==> config.mk <==
export PLATFORM = sky130hd
export DESIGN_NAME = aer_event_encoder_flat
export DESIGN_NICKNAME = d
export VERILOG_FILES = /design/src/rtl/aer_event_encoder_if.sv /design/src/rtl/aer_event_encoder.sv /design/src/flat_wrapper.sv
export SDC_FILE = /design/constraint.sdc
export NUM_CORES = 1
export LEC_CHECK = 0
export ABC_CLOCK_PERIOD_IN_PS = 5700
export BUFFER_PORTS_ARGS = -buffer_cell sky130_fd_sc_hd__buf_2
export CORE_MARGIN = 2
export CORE_UTILIZATION = 40
export CTS_BUF_LIST = sky130_fd_sc_hd__clkbuf_8
export DETAILED_ROUTE_END_ITERATION = 6
export PLACE_DENSITY_LB_ADDON = 0.25
export SETUP_SLACK_MARGIN = 0.5
export SKIP_LAST_GASP = 1
export SYNTH_ARGS = -nofsm -noshare
export SYNTH_HDL_FRONTEND = slang
export SYNTH_SLANG_ARGS = --single-unit
==> constraint.sdc <==
create_clock -name clk_i -period 5.7 [get_ports clk_i]
set_input_delay 1.425 -clock clk_i [delete_from_list [all_inputs] [get_ports clk_i]]
set_output_delay 1.425 -clock clk_i [all_outputs]
set_load 0.005 [all_outputs]
==> src/rtl/aer_event_encoder_if.sv <==
// Address-event output stream: valid/ready handshake carrying encoded event words.
interface aer_event_encoder_if #(
  parameter int unsigned EVT_WIDTH = 23
) ();
  logic                 evt_valid_o;
  logic [EVT_WIDTH-1:0] evt_data_o;
  logic                 evt_ready_i;

  modport master (output evt_valid_o, output evt_data_o, input evt_ready_i);
  modport slave  (input evt_valid_o, input evt_data_o, output evt_ready_i);
endinterface

==> src/rtl/aer_event_encoder.sv <==
// Encodes one-hot arbiter grants into {ts, x, y, pol} words and buffers them
// in a FIFO streamed out over a valid/ready handshake.
module aer_event_encoder #(
  parameter int unsigned ROWS       = 8,
  parameter int unsigned COLS       = 8,
  parameter int unsigned X_WIDTH    = $clog2(ROWS),
  parameter int unsigned Y_WIDTH    = $clog2(COLS),
  parameter int unsigned TS_WIDTH   = 16,
  parameter int unsigned FIFO_DEPTH = 8,
  parameter int unsigned EVT_WIDTH  = TS_WIDTH + X_WIDTH + Y_WIDTH + 1
) (
  input  logic                          clk_i,
  input  logic                          reset_i,
  input  logic                          enable_i,
  input  logic [ROWS-1:0][COLS-1:0]     gnt_i,
  input  logic                          polarity_i,
  aer_event_encoder_if.master           evt_if,
  output logic [$clog2(FIFO_DEPTH):0]   fifo_count_o,
  output logic [7:0]                    drop_cnt_o,
  output logic                          err_o,
  output logic                          ts_wrap_o
);

  localparam int unsigned PTR_W = $clog2(FIFO_DEPTH);
  localparam int unsigned CNT_W = PTR_W + 1;

  typedef enum logic {
    ST_EMPTY,
    ST_HAVE_DATA
  } state_e;

  state_e               state_q, state_d;
  logic [TS_WIDTH-1:0]  ts_q, ts_d;
  logic                 ts_wrap_q, ts_wrap_d;
  logic                 err_q, err_d;
  logic [7:0]           drop_q, drop_d;
  logic [CNT_W-1:0]     count_q, count_d;
  logic [PTR_W-1:0]     wr_ptr_q, wr_ptr_d;
  logic [PTR_W-1:0]     rd_ptr_q, rd_ptr_d;
  logic [EVT_WIDTH-1:0] mem_q [FIFO_DEPTH];

  logic [1:0]           hit_cnt;
  logic [X_WIDTH-1:0]   gnt_x;
  logic [Y_WIDTH-1:0]   gnt_y;
  logic [EVT_WIDTH-1:0] evt_word;
  logic                 push_req, push, pop, full, drop;

  // Saturating hit counter: only 0 / 1 / many matters for classification.
  always_comb begin
    hit_cnt = 2'd0;
    gnt_x   = '0;
    gnt_y   = '0;
    for (int unsigned r = 0; r < ROWS; r++) begin
      for (int unsigned c = 0; c < COLS; c++) begin
        if (gnt_i[r][c]) begin
          if (hit_cnt != 2'd2) hit_cnt = hit_cnt + 2'd1;
          gnt_x = X_WIDTH'(r);
          gnt_y = Y_WIDTH'(c);
        end
      end
    end
  end

  assign evt_word = {ts_q, gnt_x, gnt_y, polarity_i};
  assign push_req = enable_i && (hit_cnt == 2'd1);
  assign pop      = evt_if.evt_valid_o && evt_if.evt_ready_i;
  assign full     = (count_q == CNT_W'(FIFO_DEPTH));
  // A pop in the same cycle frees the slot, so a full FIFO still accepts.
  assign push     = push_req && (!full || pop);
  assign drop     = push_req && full && !pop;

  always_comb begin
    ts_d      = enable_i ? ts_q + 1'b1 : ts_q;
    ts_wrap_d = enable_i && (ts_q == '1);
    err_d     = enable_i && (hit_cnt == 2'd2);
    drop_d    = (drop && drop_q != 8'hFF) ? drop_q + 8'd1 : drop_q;
    wr_ptr_d  = push ? wr_ptr_q + 1'b1 : wr_ptr_q;
    rd_ptr_d  = pop  ? rd_ptr_q + 1'b1 : rd_ptr_q;
    count_d   = count_q;
    case ({push, pop})
      2'b10:   count_d = count_q + 1'b1;
      2'b01:   count_d = count_q - 1'b1;
      default: count_d = count_q;
    endcase
  end

  always_comb begin
    state_d            = state_q;
    evt_if.evt_valid_o = 1'b0;
    evt_if.evt_data_o  = '0;
    case (state_q)
      ST_EMPTY: begin
        if (push) state_d = ST_HAVE_DATA;
      end
      ST_HAVE_DATA: begin
        evt_if.evt_valid_o = 1'b1;
        evt_if.evt_data_o  = mem_q[rd_ptr_q];
        if (pop && !push && count_q == CNT_W'(1)) state_d = ST_EMPTY;
      end
      default: state_d = ST_EMPTY;
    endcase
  end

  always_ff @(posedge clk_i or negedge reset_i) begin
    if (!reset_i) begin
      state_q   <= ST_EMPTY;
      ts_q      <= '0;
      ts_wrap_q <= 1'b0;
      err_q     <= 1'b0;
      drop_q    <= '0;
      count_q   <= '0;
      wr_ptr_q  <= '0;
      rd_ptr_q  <= '0;
      for (int unsigned i = 0; i < FIFO_DEPTH; i++) mem_q[i] <= '0;
    end else begin
      state_q   <= state_d;
      ts_q      <= ts_d;
      ts_wrap_q <= ts_wrap_d;
      err_q     <= err_d;
      drop_q    <= drop_d;
      count_q   <= count_d;
      wr_ptr_q  <= wr_ptr_d;
      rd_ptr_q  <= rd_ptr_d;
      if (push) mem_q[wr_ptr_q] <= evt_word;
    end
  end

  assign fifo_count_o = count_q;
  assign drop_cnt_o   = drop_q;
  assign err_o        = err_q;
  assign ts_wrap_o    = ts_wrap_q;

endmodule

==> src/flat_wrapper.sv <==
// flat-port wrapper written by rule: the top's interface ports become plain ports
module aer_event_encoder_flat 
#(
  parameter int unsigned ROWS       = 8,
  parameter int unsigned COLS       = 8,
  parameter int unsigned X_WIDTH    = $clog2(ROWS),
  parameter int unsigned Y_WIDTH    = $clog2(COLS),
  parameter int unsigned TS_WIDTH   = 16,
  parameter int unsigned FIFO_DEPTH = 8,
  parameter int unsigned EVT_WIDTH  = TS_WIDTH + X_WIDTH + Y_WIDTH + 1
)
  (clk_i, reset_i, enable_i, gnt_i, polarity_i, fifo_count_o, drop_cnt_o, err_o, ts_wrap_o, evt_if_evt_valid_o, evt_if_evt_data_o, evt_if_evt_ready_i);
  aer_event_encoder_if #(.EVT_WIDTH(EVT_WIDTH)) evt_if_i ();
  input  logic clk_i;
  input  logic reset_i;
  input  logic enable_i;
  input  logic [ROWS-1:0][COLS-1:0] gnt_i;
  input  logic polarity_i;
  output logic [$clog2(FIFO_DEPTH):0] fifo_count_o;
  output logic [7:0] drop_cnt_o;
  output logic err_o;
  output logic ts_wrap_o;
  output wire logic [$bits(evt_if_i.evt_valid_o)-1:0] evt_if_evt_valid_o;
  output wire logic [$bits(evt_if_i.evt_data_o)-1:0] evt_if_evt_data_o;
  input wire logic [$bits(evt_if_i.evt_ready_i)-1:0] evt_if_evt_ready_i;
  assign evt_if_evt_valid_o = evt_if_i.evt_valid_o;
  assign evt_if_evt_data_o = evt_if_i.evt_data_o;
  assign evt_if_i.evt_ready_i = evt_if_evt_ready_i;
  aer_event_encoder #(.ROWS(ROWS), .COLS(COLS), .X_WIDTH(X_WIDTH), .Y_WIDTH(Y_WIDTH), .TS_WIDTH(TS_WIDTH), .FIFO_DEPTH(FIFO_DEPTH), .EVT_WIDTH(EVT_WIDTH)) u_core (.clk_i(clk_i), .reset_i(reset_i), .enable_i(enable_i), .gnt_i(gnt_i), .polarity_i(polarity_i), .evt_if(evt_if_i), .fifo_count_o(fifo_count_o), .drop_cnt_o(drop_cnt_o), .err_o(err_o), .ts_wrap_o(ts_wrap_o));
endmodule
==> summary.md, run 1 <==
| Metric | Value |
|---|---|
| Outcome | `complete, but fails checks` |
| Failing checks | `negative setup slack` |
| Worst path top cell family by delay | `compound AO/OA/AOI/OAI gates` |
| DR vias/cell | `5.823` |
| Crit-path slowest cell | `or4b_4` |
| Die ar. | `54100 µm²` |
| DR vias | `21600` |
| # DRC | `0` |
| Initial core utilization | `40.58%` |
| CTS clk-pin slew, worst paths | `0.06 ns` |
| Worst Slack Setup Final | `-18.33 ns` |
| Drt total wl | `70000 µm` |
| FP Rows | `83` |
| Crit path kind | `input port to flop` |
| Total track usage | `23.80%` |
| Skew final | `0.03508 ns` |
| DIE HEIGHT | `232.6 µm` |
| Hold_ws | `0.4786 ns` |
| Synth warn | `0` |
| # fillers | `4238` |
| Setup_tns | `-3654.66 ns` |
| Post-synth EDFFs | `0` |
| Worst-margin pin slew | `1.094 ns` |
| Vias in the first global route | `21240` |
| Minimum clock period | `24.03 ns` |
| Hold depth | `1` |
| Antenna-violating nets left | `0` |
| Synth Net Count | `2295` |
| Synth Instances | `2213` |
| Initial antenna violation count | `2` |
| CP max stage delay | `0.59 ns` |
| Pins Over Slew Limit | `0` |
| Worst reg2reg path depth | `11` |
| Yosys cell types | `160` |
| Largest net degree at the start of global routing | `142` |
| Period utilisation layout | `421.6%` |
| Hold Buf Count CTS | `0` |
| Synthesized flop and latch total | `221` |
| Layout area overhead | `50.61%` |
| Post-DP HPWL | `47100 µm` |
| Final hold viol count | `0` |
| Post-place setup slack | `-19.34 ns` |
| RSZ-0062 raised after global routing | `true` |
| # setup viols final | `201` |
| Clk sinks | `221` |
| Core Region | `51510 µm²` |
| IO Port Bufs | `106` |
| CP arrival | `24.45 ns` |
| Asr flop ratio synth | `100.0%` |
| CP startpoint kind | `input port` |
| H-tree depth | `2` |
| CP Depth | `108` |
| Synthesized area | `20900 µm²` |
| Drt first pass iters | `6` |
| Syn Area/Cell | `9.445 µm²` |
| CP Max Fanout | `9` |
| Drt wl/cell | `18.87 µm` |
| Core Util, Final | `61.11%` |
| Rel. slew slack | `27.05%` |
| Achievable Freq | `41.62 MHz` |
| Max-cap violations | `0` |
| Clk_lat worst skew | `0.54 ns` |
| First-pass GRT wire length | `108100 µm` |
| Iter 0 DRT Violations | `1145` |
| Die width | `232.6 µm` |
| Routability cong. | `0.8979` |
| Most frequent cells in the layout | `670 x buf_4, 219 x dfrtp_1, 139 x nor2_1` |
| Commonest non-fill, non-tap cell in the layout | `buf_4` |
| Final-stage net count | `3082` |
| CTS tree | `built` |
| Total gr overflow | `0` |
| CTS buffer count | `35` |
| Deepest clock path buffer count | `3` |
| Worst path required time | `6.12 ns` |
| Crit path buf inv count | `25` |
| Layout cells sized above 1 | `52.89%` |
| Post-synthesis sequential area ratio | `26.46%` |
| Top_reg_cell synth | `dfrtp_1` |
| Cell mode on critical path | `buf_4` |
| IO Count | `107` |
| Worst Hold Class | `flop to flop` |
| Crit path capture type | `flop` |
| Clk root buf | `clkbuf_8` |
[state kept, by name (all words and copies together) (netlist names)]
register and count:
u_core.ts_wrap_o 1, u_core.err_o 1, u_core.wr_ptr_q 3, u_core.ts_q 16
u_core.fifo_count_o 4, u_core.mem_q 184, u_core.drop_cnt_o 8, u_core.rd_ptr_q 3
u_core.state_q 1
[layout make-up]
cell class | count | area (µm²) | area share (%)
antenna | 2 | 5.005 | 0.01590
inverter | 130 | 495.5 | 1.574
timing repair buffer | 889 | 7256 | 23.05
sequential | 221 | 5535 | 17.58
clock buffer | 49 | 674.4 | 2.142
clock inverter | 15 | 146.4 | 0.4650
multi-input combinational | 1723 | 16520 | 52.47
tap | 680 | 850.8 | 2.703
[per-layer routing]
layer | vias up | wire length (µm) | track usage [%]
met2 | 591 | 35680 | 42.85
met1 | 10770 | 30010 | 31.00
met5 | - | 0 | 0
met3 | 133 | 2696 | 1.716
li1 | 10100 | - | -
met4 | 0 | 1612 | 5.494
[cell usage after synthesis (26+ instances only)]
cell	n	share of area, %
o211ai_1	32	1.1
inv_1	115	2.1
mux2i_1	84	4.0
buf_6	28	1.5
clkbuf_1	30	0.54
nand4_1	34	1.0
clkbuf_8	27	1.8
nor3_1	73	1.7
a21oi_1	98	2.3
nand2_1	140	2.5
nor2b_1	26	0.78
dfrtp_1	221	26
xnor2_1	41	1.7
a211oi_1	35	1.3
nor2_1	148	2.7
nand3_1	59	1.4
o21ai_0	78	1.9
buf_2	26	0.62
mux2_1	120	6.5
mux4_2	46	5.0
[path summary, 6_finish.rpt]
kind,startpoint,end,slack (ns)
max,gnt_i[1],u_core.mem_q[153]$_DFFE_PN0P_,-18.33
min,u_core.drop_cnt_o[3]$_DFFE_PN0P_,u_core.drop_cnt_o[3]$_DFFE_PN0P_,0.48
max reg2reg,u_core.state_q$_DFF_PN0_,u_core.mem_q[46]$_DFFE_PN0P_,2.31
min reg2reg,u_core.drop_cnt_o[3]$_DFFE_PN0P_,u_core.drop_cnt_o[3]$_DFFE_PN0P_,0.48
max in group asynchronous,reset_i,u_core.mem_q[135]$_DFFE_PN0P_,3.52
min in group asynchronous,reset_i,u_core.mem_q[60]$_DFFE_PN0P_,0.99
[logic make-up (layout without fill, tap and decap cells)]
kind of cell	Yosys count	count (layout)	synth area share, %
AOI/OAI and AO/OA	670	670	26.18
xor gates and xnor gates	77	77	3.855
adders and majority gates	13	13	0.7782
buffers and inverters	270	1083	7.818
DFF	221	221	26.46
muxes	276	276	17.20
other	0	2	0
and+or+nand+nor	686	687	17.71
[what timing repair did]
action	4_1_cts	5_1_grt
hold endpoints to repair	0	0
pin swaps	95	138
buffers inserted	96	57
gates cloned	7	7
setup endpoints to repair	201	201
gates resized for setup	214	285
[metrics by stage]
step / cell area (µm²) / std cells
after floorplan: 21660 / 2213
after global placement: 26660 / 3476
after detailed placement: 26660 / 3476
after CTS: 29470 / 3643
after global routing: 31480 / 3709
final: 31480 / 3709
Power of run 1 is not shown: default switching activity piles up to over one toggle a cycle in this logic, so the estimate is an artifact.
==> run 2: changes to the inputs <==
Settings changed: PLACE_DENSITY from default to 0.62, PLACE_DENSITY_LB_ADDON 0.25 to default, RECOVER_POWER from default to 50.
==> summary.md, run 2 (synthesis results as in run 1) <==
| Metric | Value |
|---|---|
| Most frequent cells in the layout | `695 x buf_4, 219 x dfrtp_1, 140 x mux2_4` |
| Die ar. | `54100 µm² (unchanged)` |
| IO Port Bufs | `106 (unchanged)` |
| Vias in the first global route | `21660 (+2.0%)` |
| Crit path capture type | `flop` |
| Drt total wl | `71370 µm (+1.9%)` |
| Total gr overflow | `0 (unchanged)` |
| Deepest clock path buffer count | `3 (unchanged)` |
| H-tree depth | `2 (unchanged)` |
| Worst path required time | `6.11 ns (about the same)` |
| Largest reg by FF count | `u_core.mem_q` |
| Failing checks | `max-capacitance violations, max-slew violations, negative setup slack` |
| R2R setup slack | `2.22 ns (-0.09 ns)` |
| CP startpoint kind | `input port` |
| Worst Slack Setup Final | `-18.63 ns (-0.3032 ns)` |
| Reg2reg start | `u_core.state_q$_DFF_PN0_` |
| Achievable Freq | `41.10 MHz (-1.2%)` |
| Initial antenna violation count | `4 (+2)` |
| Worst Hold Class | `flop to flop` |
| Minimum clock period | `24.33 ns (+0.3032 ns)` |
| Final hold viol count | `0 (unchanged)` |
| CP Max Fanout | `7 (-2)` |
| Largest net degree at the start of global routing | `119 (-16%)` |
| Commonest non-fill, non-tap cell in the layout | `buf_4` |
| Period utilisation layout | `426.9% (+5.3 points)` |
| Hold path startpoint | `u_core.drop_cnt_o[3]$_DFFE_PN0P_` |
| Cell mode on critical path | `buf_4` |
| Clk sinks | `221 (unchanged)` |
| CP startpoint | `gnt_i[1]` |
| Routability cong. | `0.8869 (-1.2%)` |
| # fillers | `4110 (-3.0%)` |
| Largest register FFs | `184 (unchanged)` |
| Crit-path slowest cell | `or4b_4` |
| Antenna-violating nets left | `0 (unchanged)` |
| CTS buffer count | `35 (unchanged)` |
| CTS clk-pin slew, worst paths | `0.06 ns (about the same)` |
| RSZ-0062 raised after global routing | `true` |
| DIE HEIGHT | `232.6 µm (unchanged)` |
| Post-place setup slack | `-19.59 ns (-0.2520 ns)` |
| CP arrival | `24.74 ns (+0.29 ns)` |
| Iter 0 DRT Violations | `1205 (+5.2%)` |
| Drt first pass iters | `5 (-1)` |
| Max-cap violations | `1 (+1)` |
| Post-DP HPWL | `47250 µm (+0.31%)` |
| DR vias/cell | `5.770 (-0.91%)` |
| Crit path kind | `input port to flop` |
| FP Rows | `83 (unchanged)` |
| Clk_lat worst skew | `0.54 ns (about the same)` |
| Drt wl/cell | `19.11 µm (+1.2%)` |
| Skew final | `0.02565 ns (-0.009430 ns)` |
| Hold Buf Count CTS | `0 (unchanged)` |
| Die width | `232.6 µm (unchanged)` |
| Initial core utilization | `40.58% (unchanged)` |
| Layout cells sized above 1 | `53.59% (+0.70 points)` |
| Total track usage | `24.19% (+0.38 points)` |
| Layout area overhead | `50.95%` |
| Clk root buf | `clkbuf_8` |
| # setup viols final | `201 (unchanged)` |
| Rel. slew slack | `-105.9% (-130 points)` |
| CP max stage delay | `0.58 ns (about the same)` |
| Pins Over Slew Limit | `119 (+119)` |
| Core Region | `51510 µm² (unchanged)` |
| Worst-margin pin slew | `3.089 ns (+1.995 ns)` |
| CTS tree | `built` |
| # DRC | `0 (unchanged)` |
| IO Count | `107 (unchanged)` |
| Outcome | `complete, but fails checks` |
| DR vias | `21550 (-0.22%)` |
| Final-stage net count | `3108 (+0.84%)` |
| First-pass GRT wire length | `109600 µm (+1.3%)` |
run 2: changes by cell type in the layout (fill, tap and decap cells not counted), moves of 5 or more:
cell      delta
o21ai_1      +6
o21ai_4      -5
mux2_4       +5
clkbuf_8     -7
a211oi_2     -7
nor2_2       +5
nor2_1       -6
buf_4       +25
mux2_1       -5
inv_1        +7
run 2: worst paths after layout:
kind	endpoint	depth (start not counted)
hold reg to reg	u_core.drop_cnt_o[3]$_DFFE_PN0P_	1
hold / removal	u_core.drop_cnt_o[3]$_DFFE_PN0P_	1
setup reg to reg	u_core.mem_q[136]$_DFFE_PN0P_	11
max in group asynchronous	u_core.mem_q[158]$_DFFE_PN0P_	2
setup / recovery	u_core.mem_q[103]$_DFFE_PN0P_	109
min in group asynchronous	u_core.mem_q[84]$_DFFE_PN0P_	1
run 2: timing repair:
action	in CTS	in global routing
endpoints found under the hold margin	0	0
gates cloned	9	9
pin swaps	129	88
gates resized for setup	297	215
setup buffers	96	66
setup endpoints to repair	201	201
run 2: worst max-delay path, delay by kind of cell:
| family | cells | cell delay (ns) |
|---|---|---|
| AND/OR/NAND/NOR | 34 | 7.85 |
| buffers and inverters | 24 | 3.37 |
| AO/OA/AOI/OAI | 43 | 10.40 |
| XOR/XNOR | 5 | 0.94 |
| adder cells (fa/ha/maj) | 2 | 0.41 |
| multiplexers | 1 | 0.31 |
run 2: cell type report:
class                   count  area, µm²  share of cell area, %
well taps                 680      850.8                  2.697
diodes                      2      5.005                0.01586
clock buffers              42      578.1                  1.832
multi-input cells        1724      16500                  52.31
inverters                 130      500.5                  1.586
flip-flops and latches    221       5535                  17.54
repair buffers            914       7376                  23.38
clock inverters            22      201.4                 0.6385
run 2: per-stage QoR:
stage	hold slack [ns]	instances	area [µm²]	utilization (%)	TNS [ns]
floorplan	0.4524	2213	21660	-	-3542.25
detailed placement	0.4700	3489	26690	51.82	-3907.85
finish	0.4866	3735	31550	61.25	-3724.63
global route	0.5147	3735	31550	61.25	-3895.40
global placement	0.4621	3489	26690	51.82	-3814.03
CTS	0.4855	3658	29850	57.95	-3587.98
run 2: routing by layer:
layer / track usage [%] / up-vias / share of wire, %
li1: - / 10120 / -
met1: 31.03 / 10700 / 43
met2: 43.13 / 588 / 51
met3: 2.659 / 138 / 3.7
met4: 6.190 / 4 / 2.5
met5: 0 / - / 0.038
Power of run 2 is left out for the same reason.
==> run 3: changes to the inputs <==
Settings changed: ABC_CLOCK_PERIOD_IN_PS 5700 to 20700, PLACE_DENSITY 0.62 to 0.64.
Clock period 5.7 ns to 20.7 ns, I/O delays scaled along.
==> summary.md, run 3 (synthesis results as in run 1) <==
| Metric | Value |
|---|---|
| Outcome | `complete, but fails checks` |
| Failing checks | `max-capacitance violations, max-slew violations, negative setup slack` |
| # setup viols final | `201 (unchanged)` |
| Largest net degree at the start of global routing | `140 (+18%)` |
| FP Rows | `83 (unchanged)` |
| Pins Over Slew Limit | `140 (+18%)` |
| H-tree depth | `2 (unchanged)` |
| DIE HEIGHT | `232.6 µm (unchanged)` |
| Layout area overhead | `42.79%` |
| R2R setup slack | `17.18 ns (+14.96 ns)` |
| Commonest non-fill, non-tap cell in the layout | `buf_4` |
| First-pass GRT wire length | `107700 µm (-1.8%)` |
| Max-cap violations | `1 (unchanged)` |
| Reg2reg start | `u_core.state_q$_DFF_PN0_` |
| # fillers | `4205 (+2.3%)` |
| Drt wl/cell | `19.48 µm (+1.9%)` |
| Hold Buf Count CTS | `0 (unchanged)` |
| Routability cong. | `0.9398 (+6.0%)` |
| Post-DP Area | `25440 µm² (-4.7%)` |
| Achievable Freq | `35.66 MHz` |
| Met3 routed WL | `2598 µm (-2.3%)` |
| CTS buffer count | `35 (unchanged)` |
| Initial core utilization | `40.58% (unchanged)` |
| Crit-path slowest cell | `or4b_4` |
| Final-stage net count | `2916 (-6.2%)` |
| Die width | `232.6 µm (unchanged)` |
| Initial antenna violation count | `2 (-2)` |
| Post-DP HPWL | `44210 µm (-6.4%)` |
| FF-to-FF End | `u_core.mem_q[54]$_DFFE_PN0P_` |
| RSZ-0062 raised after global routing | `true` |
| Minimum clock period | `28.04 ns` |
| CTS clk-pin slew, worst paths | `0.06 ns (about the same)` |
| CP arrival | `28.44 ns (+3.70 ns)` |
| Crit path capture type | `flop` |
| Hold path startpoint | `u_core.rd_ptr_q[2]$_DFFE_PN0P_` |
| Antenna-violating nets left | `0 (unchanged)` |
| Largest reg by FF count | `u_core.mem_q` |
| Met2 wire length | `35010 µm (-3.9%)` |
| Crit path kind | `input port to flop` |
| Rel. slew slack | `-389.7% (-280 points)` |
| Vias in the first global route | `20740 (-4.2%)` |
| Period utilisation layout | `135.5%` |
| Worst path required time | `21.10 ns (+14.99 ns)` |
| IO Port Bufs | `106 (unchanged)` |
| Most frequent cells in the layout | `526 x buf_4, 219 x dfrtp_1, 134 x nor2_1` |
| DR vias | `20990 (-2.6%)` |
| # DRC | `0 (unchanged)` |
| Clk sinks | `221 (unchanged)` |
| Register area | `5535 µm² (unchanged)` |
| Skew final | `0.01808 ns (-0.007568 ns)` |
| Deepest clock path buffer count | `3 (unchanged)` |
| Top Metal Used | `met5` |
| Layout cells sized above 1 | `49.65% (-3.9 points)` |
| Die ar. | `54100 µm² (unchanged)` |
| CTS tree | `built` |
| Worst Slack Setup Final | `-7.340 ns (+11.29 ns)` |
| Hold depth | `1 (unchanged)` |
| Worst-margin pin slew | `7.345 ns (+4.256 ns)` |
| Clk root buf | `clkbuf_8` |
| DR vias/cell | `5.930 (+2.8%)` |
| CP startpoint kind | `input port` |
| Clk_lat worst skew | `0.53 ns (about the same)` |
| Iter 0 DRT Violations | `1385 (+15%)` |
| Footprint of the multi-input gates | `16330 µm² (-1.1%)` |
| WHS Endpoint | `u_core.rd_ptr_q[2]$_DFFE_PN0P_` |
| CP Max Fanout | `7 (unchanged)` |
| Total gr overflow | `0 (unchanged)` |
| Drt first pass iters | `5 (unchanged)` |
| Drt total wl | `68930 µm (-3.4%)` |
| CP max stage delay | `0.56 ns (-0.02 ns)` |
| Worst reg2reg path depth | `11 (unchanged)` |
| Largest register FFs | `184 (unchanged)` |
| Total track usage | `23.82% (-0.37 points)` |
| Core Region | `51510 µm² (unchanged)` |
| Met1 Wirelength | `29580 µm (-2.9%)` |
| Final hold viol count | `0 (unchanged)` |
| Cell mode on critical path | `buf_4` |
| Worst Hold Class | `flop to flop` |
| Post-route cell area | `29840 µm² (-5.4%)` |
| IO Count | `107 (unchanged)` |
[run 3: cell type report]
| class | count | area share [%] |
|---|---|---|
| inverters | 130 | 1.669 |
| clock buffers | 44 | 2.029 |
| diodes | 1 | 0.008385 |
| multi-input cells | 1725 | 54.71 |
| flip-flops and latches | 221 | 18.55 |
| clock inverters | 17 | 0.3731 |
| well taps | 680 | 2.851 |
| repair buffers | 721 | 19.82 |
[run 3: worst max-delay path: cells and delay by family]
| family | cells | cell delay (ns) |
|---|---|---|
| buf+inv | 21 | 2.91 |
| xor+xnor | 9 | 1.94 |
| simple gates | 27 | 7.41 |
| mux | 3 | 0.82 |
| fa+ha+maj | 2 | 0.41 |
| compound gates | 44 | 9.72 |
[run 3: worst max-delay path by stage]
| stage | startpoint | end |
|---|---|---|
| floorplan | gnt_i[1] | u_core.mem_q[147]$_DFFE_PN0P_ |
| global placement | gnt_i[1] | u_core.mem_q[115]$_DFFE_PN0P_ |
| detailed placement | gnt_i[1] | u_core.mem_q[115]$_DFFE_PN0P_ |
| CTS | gnt_i[1] | u_core.mem_q[30]$_DFFE_PN0P_ |
| global route | gnt_i[1] | u_core.mem_q[99]$_DFFE_PN0P_ |
| finish | gnt_i[1] | u_core.mem_q[99]$_DFFE_PN0P_ |
[run 3: what timing repair did]
item / in CTS / in global routing
resized for setup: 259 / 185
cloned: 16 / 4
setup endpoints to repair: 201 / 201
pin swaps: 149 / 107
setup buffers: 104 / 41
[run 3: stage by stage]
| step | setup slack (ns) | hold slack, ns | setup TNS, ns | utilization [%] | cells |
|---|---|---|---|---|---|
| finish | -7.340 | 0.4847 | -1439.73 | 57.94 | 3539 |
| global route | -8.140 | 0.4980 | -1601.18 | 57.94 | 3539 |
| CTS | -6.848 | 0.4764 | -1349.92 | 55.26 | 3493 |
| detailed placement | -8.132 | 0.4650 | -1606.39 | 49.39 | 3312 |
| global placement | -7.843 | 0.4617 | -1548.05 | 49.39 | 3312 |
| floorplan | -6.614 | 0.4524 | -1281.00 | - | 2213 |
[run 3: layer usage]
metal / global-route usage, % / up-vias
met5: 0 / -
met4: 6.409 / 2
met3: 1.973 / 130
met2: 42.06 / 618
li1: - / 9779
met1: 31.18 / 10460
Power of run 3 is left out for the same reason.
